$ cat src/rtl/output_unit_rr.sv
// Wormhole output unit: round-robin arbitration among NUM_PORTS inputs, packet-long lock,
// registered flit output stage and downstream credit counter.
module output_unit_rr #(
  parameter  int NUM_PORTS = 5,
  parameter  int FLIT_W    = 32,
  parameter  int CREDITS   = 4,
  localparam int CW        = $clog2(CREDITS + 1),
  localparam int PW        = $clog2(NUM_PORTS)
) (
  input  logic                        clk,
  input  logic                        reset,
  input  logic [NUM_PORTS-1:0]        i_req,
  input  logic [NUM_PORTS-1:0]        i_flit_valid,
  input  logic [NUM_PORTS-1:0]        i_flit_tail,
  input  logic [NUM_PORTS*FLIT_W-1:0] i_flit_data,
  output logic [NUM_PORTS-1:0]        o_grant,
  output logic [NUM_PORTS-1:0]        o_flit_ready,
  output logic                        o_flit_valid,
  output logic                        o_flit_tail,
  output logic [FLIT_W-1:0]           o_flit_data,
  input  logic                        i_credit_ret,
  output logic [CW-1:0]               o_credits,
  output logic                        o_busy,
  output logic                        o_credit_err
);

  typedef enum logic {IDLE, LOCKED} state_t;

  state_t                state;
  logic [PW-1:0]         rr_ptr;
  logic [PW-1:0]         owner;
  logic [PW-1:0]         winner;
  logic [NUM_PORTS-1:0]  winner_oh;
  logic                  found;
  logic [CW-1:0]         credits;
  logic                  xfer;
  logic                  owner_tail;
  logic [FLIT_W-1:0]     owner_data;

  // First requester at or above rr_ptr, wrapping modulo NUM_PORTS.
  // NOTE: every always_comb output gets a default first so no path leaves it unassigned (no latch).
  always_comb begin
    winner    = rr_ptr;
    winner_oh = '0;
    found     = 1'b0;
    for (int k = 0; k < NUM_PORTS; k++) begin
      int idx;
      idx = int'(rr_ptr) + k;
      if (idx >= NUM_PORTS) idx = idx - NUM_PORTS;
      if (!found && i_req[idx]) begin
        found          = 1'b1;
        winner         = PW'(idx);
        winner_oh[idx] = 1'b1;
      end
    end
  end

  // o_grant is one-hot on the owner while locked, so masking valid with it selects the owner.
  assign o_flit_ready = (credits != '0) ? (o_grant & i_flit_valid) : '0;
  assign xfer         = |o_flit_ready;
  assign owner_tail   = i_flit_tail[owner];
  assign owner_data   = i_flit_data[int'(owner)*FLIT_W +: FLIT_W];
  assign o_credits    = credits;

  // NOTE: sequential state uses non-blocking assignments so every register samples pre-edge values.
  always_ff @(posedge clk or posedge reset) begin
    if (reset) begin
      state   <= IDLE;
      rr_ptr  <= '0;
      owner   <= '0;
      o_grant <= '0;
      o_busy  <= 1'b0;
    end else begin
      case (state)
        IDLE: begin
          if (found) begin
            owner   <= winner;
            o_grant <= winner_oh;
            o_busy  <= 1'b1;
            state   <= LOCKED;
          end
        end
        LOCKED: begin
          if (xfer && owner_tail) begin
            o_grant <= '0;
            o_busy  <= 1'b0;
            rr_ptr  <= (owner == PW'(NUM_PORTS - 1)) ? '0 : owner + PW'(1);
            state   <= IDLE;
          end
        end
        default: state <= IDLE;
      endcase
    end
  end

  // Output stage pulses valid once per accepted flit; tail is qualified the same way.
  always_ff @(posedge clk or posedge reset) begin
    if (reset) begin
      o_flit_valid <= 1'b0;
      o_flit_tail  <= 1'b0;
      o_flit_data  <= '0;
    end else begin
      o_flit_valid <= xfer;
      o_flit_tail  <= xfer & owner_tail;
      if (xfer) o_flit_data <= owner_data;
    end
  end

  // A return into a full counter is dropped and flagged; send+return cancels out.
  always_ff @(posedge clk or posedge reset) begin
    if (reset) begin
      credits      <= CW'(CREDITS);
      o_credit_err <= 1'b0;
    end else begin
      case ({xfer, i_credit_ret})
        2'b10: credits <= credits - CW'(1);
        2'b01: begin
          if (credits == CW'(CREDITS)) o_credit_err <= 1'b1;
          else                         credits      <= credits + CW'(1);
        end
        default: ;
      endcase
    end
  end

endmodule
$ cat config.mk
export PLATFORM = sky130hd
export DESIGN_NAME = output_unit_rr
export DESIGN_NICKNAME = d
export VERILOG_FILES = /design/src/rtl/output_unit_rr.sv
export SDC_FILE = /design/constraint.sdc
export NUM_CORES = 1
export LEC_CHECK = 0
export ABC_AREA = 1
export BUFFER_PORTS_ARGS = -buffer_cell sky130_fd_sc_hd__buf_2
export CAP_MARGIN = 25
export CELL_PAD_IN_SITES_DETAIL_PLACEMENT = 0
export CELL_PAD_IN_SITES_GLOBAL_PLACEMENT = 1
export CORE_UTILIZATION = 34
export CTS_CLUSTER_SIZE = 40
export DETAILED_ROUTE_END_ITERATION = 8
export GPL_ROUTABILITY_DRIVEN = 0
export PLACE_DENSITY_LB_ADDON = 0.1
export SLEW_MARGIN = 15
export SYNTH_ARGS = -nofsm -noshare
export SYNTH_HDL_FRONTEND = slang
export SYNTH_SLANG_ARGS = --single-unit
$ cat constraint.sdc
create_clock -name clk -period 5.3 [get_ports clk]
set_clock_uncertainty 0.05 [all_clocks]
set_input_delay 0.265 -clock clk [delete_from_list [all_inputs] [get_ports clk]]
set_output_delay 0.265 -clock clk [all_outputs]
set_load 0.02 [all_outputs]
==> impl_metrics.tcl, run 1 <==
set metrics [dict create \
    status "finished, final reports clean" \
    path_delay_family "simple AND/OR/NAND/NOR gates" \
    numPortBuffers 226 \
    cts_tree "done" \
    setup_viol 0 \
    netlist_instances 781 \
    synth_compound_area_share_pct 19.8 \
    drc 0 \
    power_w 0.000892 \
    syn_area_um2 4900 \
    relSlewSlack_pct 47.4 \
    path_buf_inv 5 \
    critPathKind "flip-flop to flip-flop" \
    io-pin-count 227 \
    drt.antenna.violating_nets 0 \
    crit_slowest_cell "dfrtp_1" \
    cp-start-kind "flip-flop" \
    rows 43 \
    die_w_um 122 \
    cts-root-buf "clkbuf_16" \
    cts-hold-fix-buffers 0 \
    power_leakage_nw 3.51 \
    cts.htree.levels 2 \
    clk_path_buf_depth 2 \
    rr_worst_depth 19 \
    synth_fa_ha_area_share_pct 4.14 \
    grtUsageTotal_pct 23.4 \
    post-dp-hpwl_mm 13.8 \
    synth_top_family_by_area "simple AND/OR/NAND/NOR gates" \
    path_cells "inv_1 > ha_1 > inv_1 > ha_1 > a21oi_4 > nand2_1 > o21ai_2 > inv_2 > nor2_1 > nand2_1 > nand3_2 > inv_2 > nor2_8 > nand4_2 > nand2_4 > inv_4 > nor2_8 > nand2_1 > nand2_1" \
    fin_crit_ps 3550 \
    synth_seq_area_share_pct 26.1 \
    cp.arrival_ps 3730 \
    vdd_drop_max_mv 0.123 \
    fin_util_pct 45.3 \
    fin_setup_tns_ps 0 \
    mostFrequentLayoutCells "226 x buf_2, 162 x nand2_1, 148 x nor2_1" \
    die_y_um 122 \
    wl_per_cell_um 15.2 \
    drt-total-wl_mm 17.6 \
    fmax_ghz 0.282 \
    finalNetCount 1174 \
    synthMuxAreaShare_pct 0.230 \
    grt_pass1_wl_mm 27.4 \
    r2r_end "o_grant[4]" \
    ys_warn_count 0 \
    yosys.area_share.simple_pct 39.3 \
    cts_setup_buffers 0 \
    die_area_um2 14900 \
    drtIter0Drc 350 \
    worst_slack_ps 1750 \
    core_um2 14000 \
    required_ps 5480 \
    synth.distinct_cells 47 \
    hp-class "input port to asynchronous set/reset pin" \
    syn_area_per_cell_um2 6.27 \
    worst_pin_slew_ps 787 \
    antenna_found_initial 1 \
    period_share_pct 67.0 \
    crit_path_max_incr_delay_ps 530 \
    reg2reg_slack_ps 1750 \
    clk_latency_ps 300 \
    vias_per_cell 5.08 \
    vias 5906 \
    drv_slew 0 \
    path_clk_slew_ps 70 \
    grt_pass1_vias 5270 \
    max-cap-violations 0 \
    drtPass1Iterations 5 \
    grt_start_max_net_pins 72 \
    synthXorXnorAreaFrac_pct 1.53 \
    pre_cts_ws_ps 1800 \
    cp_max_fo 17 \
    cpMostUsedCell "nand2_1" \
    gr-total-overflow 0 \
    area_delta_synth_final_pct 29.5 \
    powerDensity_nw_per_um2 141 \
    drive_above_1_share_pct 30.0 \
    rsz0062_at_grt "no" \
    final_common_cell "buf_2" \
    post_cts_resized 0 \
    crit-reg2reg-launch "rr_ptr[1]" \
    synth_nets 974 \
    hold_violations 0 \
    cts_num_sinks 51 \
    fin_hold_ws_ps 99.5 \
    synth-seq-cells 51 \
    numCtsBuffers 5 \
    worstSetupEndpointType "flip-flop" \
    start_util_pct 35.0 \
]
-- synthesized netlist by cell type (all sizes together) --
master | n | area, µm²
nand2 | 174 | 693
nor2 | 157 | 647
o21ai | 87 | 450
nand3 | 75 | 408
inv | 64 | 248
dfrtp | 50 | 1250
clkbuf | 35 | 131
a31oi | 33 | 206
o22ai | 32 | 200
nand4 | 16 | 113
ha | 13 | 163
a21oi | 10 | 65.1
buf | 7 | 53.8
nor3 | 6 | 30.0
xor2 | 6 | 75.1
a21boi | 2 | 15.0
fa | 2 | 40.0
nor4 | 2 | 12.5
a32o | 1 | 10.0
and2 | 1 | 6.26
and3 | 1 | 6.26
clkinv | 1 | 3.75
dfstp | 1 | 26.3
mux2 | 1 | 11.3
nand3b | 1 | 7.51
o211ai | 1 | 7.51
o21bai | 1 | 7.51
o31ai | 1 | 7.51
-- where the power goes --
| part | switching (W) | internal (W) | leakage [nW] | total (W) |
|---|---|---|---|---|
| combinational | 0.0000591 | 0.0000633 | 2.74 | 0.000122 |
| sequential | 0.00000000000000000000810 | 0.000389 | 0.682 | 0.000389 |
| clock | 0.000146 | 0.000235 | 0.0869 | 0.000381 |
| total | 0.000205 | 0.000687 | 3.51 | 0.000892 |
-- sequential cells by signal, summed over array words and instances (netlist names) --
name and cells:
o_busy 1, o_credit_err 1, o_credits 3, o_flit_data 32, o_flit_tail 1, o_flit_valid 1
o_grant 5, owner 3, rr_ptr 3, state 1
-- per-layer routing --
layer / track usage (%) / share of wire (%) / vias up
li1: - / - / 3022
met2: 38.9 / 48 / 206
met5: 0 / 0 / -
met1: 30.6 / 44 / 2651
met3: 5.20 / 6.4 / 27
met4: 5.71 / 1.8 / 0
-- worst reg2reg max path, stage by stage (launching register included) --
cell and delay, ps:
dfrtp_1 530, inv_1 320, ha_1 310, inv_1 100, ha_1 210, a21oi_4 250
nand2_1 100, o21ai_2 130, inv_2 70, nor2_1 140, nand2_1 80, nand3_2 220
inv_2 130, nor2_8 260, nand4_2 140, nand2_4 140, inv_4 70, nor2_8 110
nand2_1 60, nand2_1 60
-- worst max-delay path by stage --
stage               startpoint         end  slack [ps]  cells after the start
finish               rr_ptr[1]  o_grant[4]        1750                     19
CTS                  rr_ptr[1]  o_grant[1]        1760                     19
global route         rr_ptr[1]  o_grant[0]        1450                     17
floorplan            rr_ptr[0]    owner[2]        2570                     20
global placement     rr_ptr[1]  o_grant[0]        1770                     17
detailed placement   rr_ptr[1]  o_grant[1]        1800                     19
-- cell families after synthesis --
kind of cell / count (synthesis)
multiplexers: 1
adder cells (fa/ha/maj): 15
buffers and inverters: 107
AO/OA/AOI/OAI: 168
AND/OR/NAND/NOR: 433
XOR/XNOR: 6
flip-flops: 51
-- final cells by class --
class | count | area, µm²
Clock inverter | 2 | 35.0
Timing Repair Buffer | 235 | 1220
Tap cell | 180 | 225
Inverter | 65 | 251
Antenna cell | 1 | 2.50
Fill cell | 1573 | 7650
Multi-Input combinational cell | 623 | 3190
Clock buffer | 6 | 139
Sequential cell | 51 | 1280
-- stage by stage --
step,cells,area [µm²]
CTS,1161,6310
floorplan,781,4900
global route,1163,6340
detailed placement,1153,6140
finish,1163,6340
global placement,1153,6140
No activity file was read; power rests on OpenSTA's default activity.
==> inputs of run 2 (changes only) <==
--- a/config.mk
+++ b/config.mk
@@ -10,7 +10,7 @@
 export CAP_MARGIN = 25
 export CELL_PAD_IN_SITES_DETAIL_PLACEMENT = 0
 export CELL_PAD_IN_SITES_GLOBAL_PLACEMENT = 1
-export CORE_UTILIZATION = 34
+export CORE_UTILIZATION = 29
 export CTS_CLUSTER_SIZE = 40
 export DETAILED_ROUTE_END_ITERATION = 8
 export GPL_ROUTABILITY_DRIVEN = 0
==> constraint.sdc (replaced) <==
create_clock -name clk -period 3.1 [get_ports clk]
set_clock_uncertainty 0.05 [all_clocks]
set_input_delay 0.155 -clock clk [delete_from_list [all_inputs] [get_ports clk]]
set_output_delay 0.155 -clock clk [all_outputs]
set_load 0.02 [all_outputs]
==> impl_metrics.tcl, run 2 (synthesized netlist as in run 1, its figures left out) <==
set metrics [dict create \
    status "finished, final reports clean" \
    setup_viol 0 \
    gr-total-overflow 0 \
    cp_max_fo 8 \
    cp-start-kind "flip-flop" \
    hp-class "input port to flip-flop" \
    drv_slew 0 \
    core_um2 16500 \
    path_clk_slew_ps 70 \
    numPortBuffers 226 \
    top_register "o_flit_data" \
    drt-total-wl_mm 18.3 \
    die_y_um 132 \
    cts_tree "done" \
    drc 0 \
    rsz0062_at_grt "no" \
    reg2reg_slack_ps 280 \
    drtIter0Drc 281 \
    start_util_pct 29.6 \
    grtUsageTotal_pct 21.0 \
    clk_latency_ps 300 \
    fin_setup_tns_ps 0 \
    worstSetupEndpointType "flip-flop" \
    clk_path_buf_depth 2 \
    cp.arrival_ps 3000 \
    critPathKind "flip-flop to flip-flop" \
    rows 47 \
    hold_violations 0 \
    crit_slowest_cell "dfrtp_1" \
    area_delta_synth_final_pct 32.9 \
    vdd_drop_max_mv 0.242 \
    io-pin-count 227 \
    fmax_ghz 0.354 \
    max-cap-violations 0 \
    worst_slack_ps 276 \
    mostFrequentLayoutCells "226 x buf_2, 161 x nand2_1, 148 x nor2_1" \
    power_leakage_nw 3.57 \
    pre_cts_ws_ps 209 \
    largest_register_ffs 32 \
    period_share_pct 91.1 \
    vias_per_cell 4.89 \
    worst_pin_slew_ps 622 \
    drive_above_1_share_pct 31.1 \
    reg.largest.list "o_flit_data (32), o_grant (5)" \
    required_ps 3280 \
    vias 5957 \
    die_area_um2 17400 \
    drt.antenna.violating_nets 0 \
    grt_start_max_net_pins 66 \
    final_common_cell "buf_2" \
    finalNetCount 1188 \
    antenna_found_initial 2 \
    fillers 1865 \
    cts_num_sinks 51 \
    path_cells "inv_1 > ha_1 > inv_1 > ha_1 > a21oi_4 > nand2_1 > o21ai_2 > inv_2 > nor2_1 > nand2_1 > nand3_2 > inv_2 > nor2_8 > nand4_2 > nand2_4 > inv_4 > nor2_8 > nand2_1 > nand2_1" \
    grt_pass1_vias 5618 \
    fin_crit_ps 2820 \
    post-dp-hpwl_mm 14.4 \
    grt_pass1_wl_mm 29.2 \
    cts.htree.levels 2 \
    drtPass1Iterations 4 \
    numCtsBuffers 5 \
    die_w_um 132 \
    cpMostUsedCell "nand2_1" \
    path_delay_family "simple AND/OR/NAND/NOR gates" \
    powerDensity_nw_per_um2 245 \
    cts-root-buf "clkbuf_16" \
    crit_path_max_incr_delay_ps 380 \
    relSlewSlack_pct 58.6 \
    wl_per_cell_um 15.1 \
    path_buf_inv 5 \
]
==> run 2: path summary, 6_finish.rpt <==
path	start	to	cells after the start
max in group asynchronous	reset	rr_ptr[2]	4
min in group asynchronous	reset	owner[2]	3
max	rr_ptr[1]	o_busy	19
min	i_flit_data[138]	o_flit_data[10]	3
max reg2reg	rr_ptr[1]	o_busy	19
min reg2reg	o_credit_err	o_credit_err	1
==> run 2: per-layer routing <==
layer	vias to the layer above	GRT usage [%]	part of all wire, %
li1	3040	-	-
met1	2714	26.7	44
met2	186	36.0	49
met3	17	4.00	5.2
met4	0	5.56	1.7
met5	-	0	0
==> run 2: metrics by stage <==
step                      total power, W  area, µm²  hold slack [ps]  cells  utilization [%]
final                            0.00159       6510             77.9   1218             39.4
after global routing             0.00166       6510             79.8   1218             39.4
after CTS                        0.00162       6470             69.4   1213             39.1
after detailed placement        0.000893       6270              217   1204             37.9
after global placement          0.000893       6270              207   1204             37.9
after floorplan                 0.000761       4900              280    781                -
==> run 2: power by group <==
part	switching [W]	total [W]	internal, W
clock	0.000249	0.000712	0.000463
combinational	0.000104	0.000217	0.000112
sequential	0.0000000000000000000117	0.000665	0.000665
total	0.000354	0.00159	0.00124
==> run 2: what timing repair did <==
action	in CTS	in global routing
hold buffers	1	0
gates resized for setup	0	4
setup buffers	0	2
hold endpoints to repair	24	0
setup endpoints to repair	0	9
==> run 2: layout make-up <==
type | instances | area (µm²) | area share [%]
tap | 220 | 275 | 4.23
clock inverter | 2 | 60.1 | 0.923
clock buffer | 6 | 129 | 1.98
inverter | 65 | 254 | 3.90
timing repair buffer | 248 | 1300 | 20.0
sequential | 51 | 1280 | 19.7
multi-input combinational | 624 | 3210 | 49.3
antenna | 2 | 5.00 | 0.0769
==> run 2: tightest hold or removal path, cell delays in order <==
cell and delay [ps]:
buf_2 90, nand3_1 60, a31oi_1 80
